$ cat src/rtl/descriptor_alloc_arbiter.sv
// Descriptor allocation arbiter: prefetches free descriptor addresses
// and hands them round-robin to enqueue pipelines.
module descriptor_alloc_arbiter #(
    parameter int DESCRIPTOR_MEM_ADDR_WIDTH = 12,
    parameter int NUM_REQ                   = 4,
    parameter int PREFETCH_DEPTH            = 4,
    parameter int ACK_HOLDOFF               = 2
) (
    input  logic                                 clk_i,
    input  logic                                 rst_i,
    input  logic [DESCRIPTOR_MEM_ADDR_WIDTH-1:0] alloc_addr_i,
    input  logic                                 alloc_valid_i,
    output logic                                 alloc_ack_o,
    input  logic [NUM_REQ-1:0]                   req_i,
    output logic [NUM_REQ-1:0]                   grant_o,
    output logic [DESCRIPTOR_MEM_ADDR_WIDTH-1:0] grant_addr_o,
    output logic [$clog2(PREFETCH_DEPTH):0]      fill_level_o,
    output logic [31:0]                          num_grants_o,
    output logic                                 null_addr_err_o
);

    localparam int AW = DESCRIPTOR_MEM_ADDR_WIDTH;
    localparam int PW = $clog2(PREFETCH_DEPTH);
    localparam int FW = PW + 1;
    localparam int RW = (NUM_REQ > 1) ? $clog2(NUM_REQ) : 1;
    localparam int HW = $clog2(ACK_HOLDOFF + 2);

    localparam logic [AW-1:0] NULL_ADDR = '1;

    logic [AW-1:0] mem_q [PREFETCH_DEPTH];
    logic [PW-1:0] wr_ptr_q, wr_ptr_d;
    logic [PW-1:0] rd_ptr_q, rd_ptr_d;
    logic [FW-1:0] fill_q, fill_d;
    logic [RW-1:0] rr_q, rr_d;
    logic [HW-1:0] hold_q, hold_d;
    logic [31:0]   cnt_q, cnt_d;
    logic          err_q, err_d;

    logic          found;
    logic [RW-1:0] win;
    logic [RW-1:0] idx;
    logic          grant_vld;
    logic          ack;
    logic          push;
    logic          pop;

    // Round-robin search for the first requester at or after rr_q
    always_comb begin
        found = 1'b0;
        win   = '0;
        idx   = '0;
        for (int i = 0; i < NUM_REQ; i++) begin
            idx = RW'((int'(rr_q) + i) % NUM_REQ);
            if (!found && req_i[idx]) begin
                found = 1'b1;
                win   = idx;
            end
        end
    end

    assign grant_vld = ~rst_i & (fill_q != '0) & found;
    assign ack       = alloc_valid_i & (hold_q == '0)
                     & (fill_q < FW'(PREFETCH_DEPTH)) & ~rst_i;
    assign push      = ack & (alloc_addr_i != NULL_ADDR);
    assign pop       = grant_vld;

    assign alloc_ack_o     = ack;
    assign grant_o         = grant_vld ? (NUM_REQ'(1) << win) : '0;
    assign grant_addr_o    = mem_q[rd_ptr_q];
    assign fill_level_o    = fill_q;
    assign num_grants_o    = cnt_q;
    assign null_addr_err_o = err_q;

    // Next-state for pointers, fill, holdoff, counters and error flag
    always_comb begin
        wr_ptr_d = wr_ptr_q;
        rd_ptr_d = rd_ptr_q;
        fill_d   = fill_q;
        rr_d     = rr_q;
        hold_d   = hold_q;
        cnt_d    = cnt_q;
        err_d    = err_q;
        if (push) begin
            wr_ptr_d = wr_ptr_q + 1'b1;
        end
        if (pop) begin
            rd_ptr_d = rd_ptr_q + 1'b1;
            rr_d     = (win == RW'(NUM_REQ - 1)) ? '0 : win + 1'b1;
            cnt_d    = cnt_q + 32'd1;
        end
        if (push && !pop) begin
            fill_d = fill_q + 1'b1;
        end else if (pop && !push) begin
            fill_d = fill_q - 1'b1;
        end
        if (ack) begin
            hold_d = HW'(ACK_HOLDOFF);
            if (alloc_addr_i == NULL_ADDR) begin
                err_d = 1'b1;
            end
        end else if (hold_q != '0) begin
            hold_d = hold_q - 1'b1;
        end
    end

    // Control state registers with synchronous reset
    always_ff @(posedge clk_i) begin
        if (rst_i) begin
            wr_ptr_q <= '0;
            rd_ptr_q <= '0;
            fill_q   <= '0;
            rr_q     <= '0;
            hold_q   <= '0;
            cnt_q    <= '0;
            err_q    <= 1'b0;
        end else begin
            wr_ptr_q <= wr_ptr_d;
            rd_ptr_q <= rd_ptr_d;
            fill_q   <= fill_d;
            rr_q     <= rr_d;
            hold_q   <= hold_d;
            cnt_q    <= cnt_d;
            err_q    <= err_d;
        end
    end

    // Prefetch storage; contents need no reset since fill gates use
    always_ff @(posedge clk_i) begin
        if (push) begin
            mem_q[wr_ptr_q] <= alloc_addr_i;
        end
    end

    a_grant_onehot: assert property (
        @(posedge clk_i) disable iff (rst_i) $onehot0(grant_o));
    a_grant_req: assert property (
        @(posedge clk_i) disable iff (rst_i) (grant_o & ~req_i) == '0);
    a_fill_max: assert property (
        @(posedge clk_i) disable iff (rst_i)
        fill_q <= FW'(PREFETCH_DEPTH));

endmodule
$ cat config.mk
export PLATFORM = sky130hd
export DESIGN_NAME = descriptor_alloc_arbiter
export DESIGN_NICKNAME = d
export VERILOG_FILES = /design/src/rtl/descriptor_alloc_arbiter.sv
export SDC_FILE = /design/constraint.sdc
export NUM_CORES = 1
export LEC_CHECK = 0
export CORE_MARGIN = 8
export CORE_UTILIZATION = 45
export DETAILED_ROUTE_END_ITERATION = 8
export HOLD_SLACK_MARGIN = 0.06
export PLACE_DENSITY = 0.7
export SLEW_MARGIN = 20
export SYNTH_ARGS = -nofsm -noshare
export SYNTH_HDL_FRONTEND = slang
export SYNTH_SLANG_ARGS = --single-unit
$ cat constraint.sdc
create_clock -name clk_i -period 6.4 [get_ports clk_i]
set_input_delay 1.28 -clock clk_i [delete_from_list [all_inputs] [get_ports clk_i]]
set_output_delay 1.28 -clock clk_i [all_outputs]
set_load 0.005 [all_outputs]
==> out/qor.txt, run 1 <==
Status: complete, no violations
Fill cells: 796
Routability cong.: 0.8396
DRC Markers: 0
Crit path time final: 4.710 ns
Clock Sinks: 94
Ant diodes: 0
Internal: 0.001077 W
Die ar.: 12,570 µm²
Crit path kind: primary input to output port
Fmax: 0.2123 GHz
Clk pwr share: 0.278
Worst-Margin Slew: 0.8587 ns
Worst-Skew Late Latency: 0.37 ns
Post-route ant nets: 0
CTS Hold Bufs: 0
Period utilisation layout: 0.7360
Synth top area share: 0.3467
Detailed-route via count: 2,975
Cell taking the most area after synthesis: edfxtp_1
Post-synthesis net count: 379
Design Area, Final: 5145 µm²
Total grt overflow: 0
H-tree depth: 3
CP Data Arrival Time: 3.43 ns
Number of global-route vias before repair: 3,011
Leak pwr: 1.668 nW
Layout cells sized above 1: 0.09091
RSZ-0062 raised after global routing: false
Final hold vios: 0
Initial Util: 0.4565
Sw power: 0.0004463 W
Initial antenna violation count: 0
CP required: 5.12 ns
CTS tree: done
Syn. warnings: 0
Hpwl dp: 6272 µm
Clock root cell: clkbuf_8
Row count: 35
Die Y: 112.1 µm
Max Slew Vio Count: 0
First-pass GRT wire length: 14,970 µm
Syn Area/Cell: 11.91 µm²
Post-synth EDFFs: 48
Synth-to-layout area growth: 23.74%
Mapped cell area: 4158 µm²
Most common cell in the netlist: edfxtp_1
Cells after synthesis: 349
Largest net degree at the start of global routing: 36
CTS Buf Count: 9
IO Pins: 72
Peak fanout along the critical path: 7
# port buffers: 71
Dpl cell area: 4931 µm²
Via-per-instance ratio: 5.624
Crit path capture type: output port
Initial DRT Pass Iterations: 6
# setup viols final: 0
Worst Hold Class: flop to flop
Seq. cell area: 2362 µm²
Core Region: 9109 µm²
Clk slew on worst S/H paths: 0.09 ns
Ys async rst share: 0
Seq pwr share: 0.483
# resized after CTS: 0
Clock Path Buffers: 2
Top post-synthesis cells by area: edfxtp_1 (35%), dfxtp_1 (22%), mux4_2 (6.5%)
Switch share: 0.2930
Skew final: 0.01147 ns
Pwr Density: 296.1 nW/µm²
FF+latch count, synth: 94
Post-CTS setup buffer count: 0
Most used DFF post-synth: edfxtp_1
Post-synth cell types: 42
Slew HR: 0.4231
Iter 0 DRT Violations: 172
Comb pwr share: 0.240
Seq/Total Area, Yosys: 0.5682
WL final: 9019 µm
Wirelength per Cell: 17.05 µm
Setup tns final: 0 ns
Max_cap viols: 0
Peak supply drop: 0.1499 mV
Worst Setup Start Kind: primary input
NumNets Final: 443
Commonest cells in the synthesized netlist: edfxtp_1 (48), dfxtp_1 (46), a21oi_1 (24)
Footprint of the multi-input gates: 1659 µm²
Tot GR Track Use: 0.1471
Die width: 112.1 µm
[cell type report]
class	count	share of cell area
clock buffers	9	0.02408
clock inverters	7	0.01751
inverters	14	0.01021
multi-input cells	222	0.3225
flip-flops and latches	94	0.4591
well taps	111	0.02699
repair buffers	72	0.1396
[routing by layer]
metal / routed length, µm / track usage
met5: 0 / 0
met2: 4301 / 0.2437
met1: 4052 / 0.1751
met4: 79 / 0.04406
met3: 586 / 0.05368
[worst max-delay path, cell delays in order]
cell and delay, ns:
clkdlybuf4s50_1 0.52, or4_1 0.65, and2_1 0.21, ha_1 0.20
and2_1 0.13, clkdlybuf4s50_1 0.44
[stage by stage]
stage	worst slack (ns)	hold WS (ns)	power (W)	std cells	util
floorplan	2.718	0.4219	0.0009492	349	-
finish	1.690	0.4654	0.001523	529	0.5648
global placement	1.748	0.4291	0.001109	513	0.5413
CTS	1.678	0.4610	0.001544	529	0.5648
detailed placement	1.678	0.4458	0.001119	513	0.5413
global route	1.553	0.4744	0.001608	529	0.5648
[kinds of logic (layout without fill, tap and decap cells)]
logic type / Yosys count / count (layout) / share of synthesized area
adders and majority gates: 11 / 11 / 0.03491
buffers and inverters: 33 / 102 / 0.03280
muxes: 18 / 18 / 0.08035
DFF: 94 / 94 / 0.5682
xor gates and xnor gates: 13 / 13 / 0.02739
and+or+nand+nor: 127 / 127 / 0.1785
AOI/OAI and AO/OA: 53 / 53 / 0.07795
[worst paths after layout]
| check | startpoint | endpoint | slack, ns | depth (start not counted) |
|---|---|---|---|---|
| max | req_i[1] | grant_o[1] | 1.69 | 6 |
| min | hold_q[0] | hold_q[0] | 0.47 | 1 |
| max reg2reg | fill_level_o[2] | fill_level_o[2] | 3.68 | 9 |
| min reg2reg | hold_q[0] | hold_q[0] | 0.47 | 1 |
[state kept, by name, indices dropped and copies added (netlist names), named ones only]
name	cells
rr_q	2
mem_q	48
hold_q	2
wr_ptr_q	2
fill_level_o	3
rd_ptr_q	2
null_addr_err_o	1
num_grants_o	32
[power by group through the flow]
stage	logic, W	registers, W	clock network, W
final	0.000365	0.000735	0.000423
after detailed placement	0.000368	0.000751	0
after CTS	0.000369	0.000738	0.000437
after global routing	0.000402	0.000745	0.000460
after global placement	0.000360	0.000749	0
after floorplan	0.000228	0.000721	0
[layout by cell type (no fill, tap or decap), types with 2 or more instances in the layout]
cell,count
inv_1,14
nand3_1,12
clkbuf_8,9
or2_2,3
or4_1,19
nand2_1,11
nand4_2,2
xor2_1,6
and2_1,6
or4_4,2
nand2b_1,2
clkdlybuf4s50_1,71
mux2_2,2
nor4_1,8
nand4_1,13
a21oi_1,24
and3_1,6
mux4_2,12
o22ai_1,2
inv_8,4
or3_1,7
nor2b_1,5
edfxtp_1,48
dfxtp_1,46
mux2i_1,3
nand3b_1,2
xnor2_1,7
nor3_1,4
o21ai_0,6
nor2_1,23
clkinvlp_4,2
o31ai_1,16
ha_1,10
Power figures use the tool's default switching activity.
==> inputs of run 2 (changes only) <==
--- a/config.mk
+++ b/config.mk
@@ -9,7 +9,7 @@
 export CORE_UTILIZATION = 45
 export DETAILED_ROUTE_END_ITERATION = 8
 export HOLD_SLACK_MARGIN = 0.06
-export PLACE_DENSITY = 0.7
+export PLACE_DENSITY = 0.72
 export SLEW_MARGIN = 20
 export SYNTH_ARGS = -nofsm -noshare
 export SYNTH_HDL_FRONTEND = slang
==> constraint.sdc (replaced) <==
create_clock -name clk_i -period 4.2 [get_ports clk_i]
set_input_delay 0.84 -clock clk_i [delete_from_list [all_inputs] [get_ports clk_i]]
set_output_delay 0.84 -clock clk_i [all_outputs]
set_load 0.005 [all_outputs]
==> run 2 against run 1 <==
  * Clock power is 36% higher
  * Wire length is 2.1% higher
  * Critical path depth up 2
  * Final cell count grew 0.57%
  * Global-route usage increased by 0.055 points
  * Worst setup slack got worse by 1.3 ns
  * Cell area about the same
  * Combinational power grew 53%
  * Clock-buffer cell count stayed put
  * Critical endpoint is now grant_o[3]
  * Highest routed layer unchanged
==> out/qor.txt, run 2 (synthesis gave the netlist of run 1 again) <==
DRC Markers: 0
Fill cells: 783
Detailed-route via count: 3,006
Post-CTS setup buffer count: 0
Iter 0 DRT Violations: 166
Crit path time final: 3.823 ns
Most common cell after layout, fill and taps aside: clkdlybuf4s50_1
Wirelength per Cell: 17.31 µm
CP Data Arrival Time: 2.98 ns
Tot GR Track Use: 0.1477
Dpl cell area: 4954 µm²
FF-to-FF path depth: 9
WL final: 9208 µm
Post-Place Cells: 516
Max stage delay on crit path: 0.58 ns
Worst-Skew Late Latency: 0.36 ns
IO Pins: 72
Setup tns final: 0 ns
Footprint of the multi-input gates: 1659 µm²
Max_cap viols: 0
Hpwl dp: 6414 µm
Die Y: 112.1 µm
Die ar.: 12,570 µm²
Hold Path Cell Cnt: 1
Worst Hold Class: flop to flop
Clk slew on worst S/H paths: 0.09 ns
First-pass GRT wire length: 15,120 µm
# setup viols final: 0
Ant diodes: 0
Worst-Margin Slew: 0.8921 ns
Slew HR: 0.4007
Leak pwr: 1.667 nW
Largest register by flop count: mem_q
Crit path capture type: output port
Reg-to-reg startpoint: fill_level_o[0]
Core Region: 9109 µm²
Largest register FFs: 48
CP required: 3.36 ns
Via-per-instance ratio: 5.650
Slowest stage cell, crit path: clkdlybuf4s50_1
Initial DRT Pass Iterations: 4
Clock root cell: clkbuf_8
Post-route ant nets: 0
Cell family with most CP delay: buffers and inverters
Die width: 112.1 µm
Clock Path Buffers: 2
Initial antenna violation count: 0
Initial Util: 0.4565
RSZ-0062 raised after global routing: false
Largest net degree at the start of global routing: 31
Design Area, Final: 5142 µm²
Worst path cell trace: clkdlybuf4s50_1 -> nand2b_1 -> a21oi_1 -> a221oi_1 -> and2_1 -> ha_1 -> and2_1 -> clkdlybuf4s50_1
Synth-to-layout area growth: 23.68%
Total grt overflow: 0
Row count: 35
Hold Startpoint: hold_q[0]
CTS Hold Bufs: 0
CTS Buf Count: 9
# port buffers: 71
Peak supply drop: 0.2885 mV
Routability cong.: 0.8316
Flop-to-flop setup slack: 1.44 ns
Number of global-route vias before repair: 2,997
CTS tree: done
H-tree depth: 3
NumNets Final: 446
Crit path kind: primary input to output port
Commonest cells after routing, fill and taps aside: clkdlybuf4s50_1 (71), edfxtp_1 (48), dfxtp_1 (46)
Bufs and invs on worst path: 2
Non-filler instance count after layout: 532
Layout cells sized above 1: 0.09739
Status: complete, no violations
Worst r2r dst: fill_level_o[2]
Peak fanout along the critical path: 7
Clock Sinks: 94
Max Slew Vio Count: 0
WHS Endpoint: hold_q[0]
Final hold vios: 0
Fmax: 0.2616 GHz
Period utilisation layout: 0.9101
Skew final: 0.01314 ns
Worst Setup Start Kind: primary input
Seq. cell area: 2362 µm²
Pwr Density: 438.8 nW/µm²
# resized after CTS: 0
run 2: cell types whose count changed in the layout (fill, tap and decap cells not counted), sizes merged:
cell,delta
bufinv,-1
clkinvlp,+1
buf,+3
run 2: report_power, final:
| group | internal (W) | switching, W | total [W] |
|---|---|---|---|
| Clock | 0.000230 | 0.000347 | 0.000577 |
| Combinational | 0.000320 | 0.000239 | 0.000559 |
| Sequential | 0.00103 | 0.0000906 | 0.00112 |
| Total | 0.00158 | 0.000677 | 0.00226 |
run 2: worst max-delay path by stage:
stage / start / endpoint / slack [ns] / cells after the start
2_1_floorplan: req_i[0] / fill_level_o[2] / 1.37 / 9
6_report: req_i[1] / grant_o[3] / 0.38 / 8
3_5_place_dp: req_i[0] / grant_o[3] / 0.38 / 6
5_1_grt: req_i[1] / grant_o[1] / 0.22 / 8
3_3_place_gp: req_i[0] / grant_o[1] / 0.42 / 6
4_1_cts: req_i[0] / grant_o[3] / 0.38 / 6
run 2: area by class of cell:
type | instances | share of cell area
clock inverters | 7 | 0.01265
well taps | 111 | 0.02701
flip-flops and latches | 94 | 0.4594
clock buffers | 9 | 0.02409
repair buffers | 75 | 0.1440
multi-input cells | 222 | 0.3226
inverters | 14 | 0.01022
run 2: through the flow:
step	power (W)	util	hold slack (ns)	setup slack, ns
final	0.002256	0.5646	0.4540	0.3775
after global routing	0.002374	0.5646	0.4875	0.2223
after CTS	0.002277	0.5646	0.4559	0.3849
after detailed placement	0.001708	0.5438	0.4423	0.3802
after global placement	0.001693	0.5438	0.4287	0.4167
after floorplan	0.001446	-	0.4219	1.367
run 2: routing by layer:
layer / up-vias / track usage / share of wire
li1: 1458 / - / -
met1: 1453 / 0.1872 / 0.47
met2: 86 / 0.2356 / 0.46
met3: 9 / 0.03972 / 0.061
met4: 0 / 0.05665 / 0.011
met5: - / 0 / 0
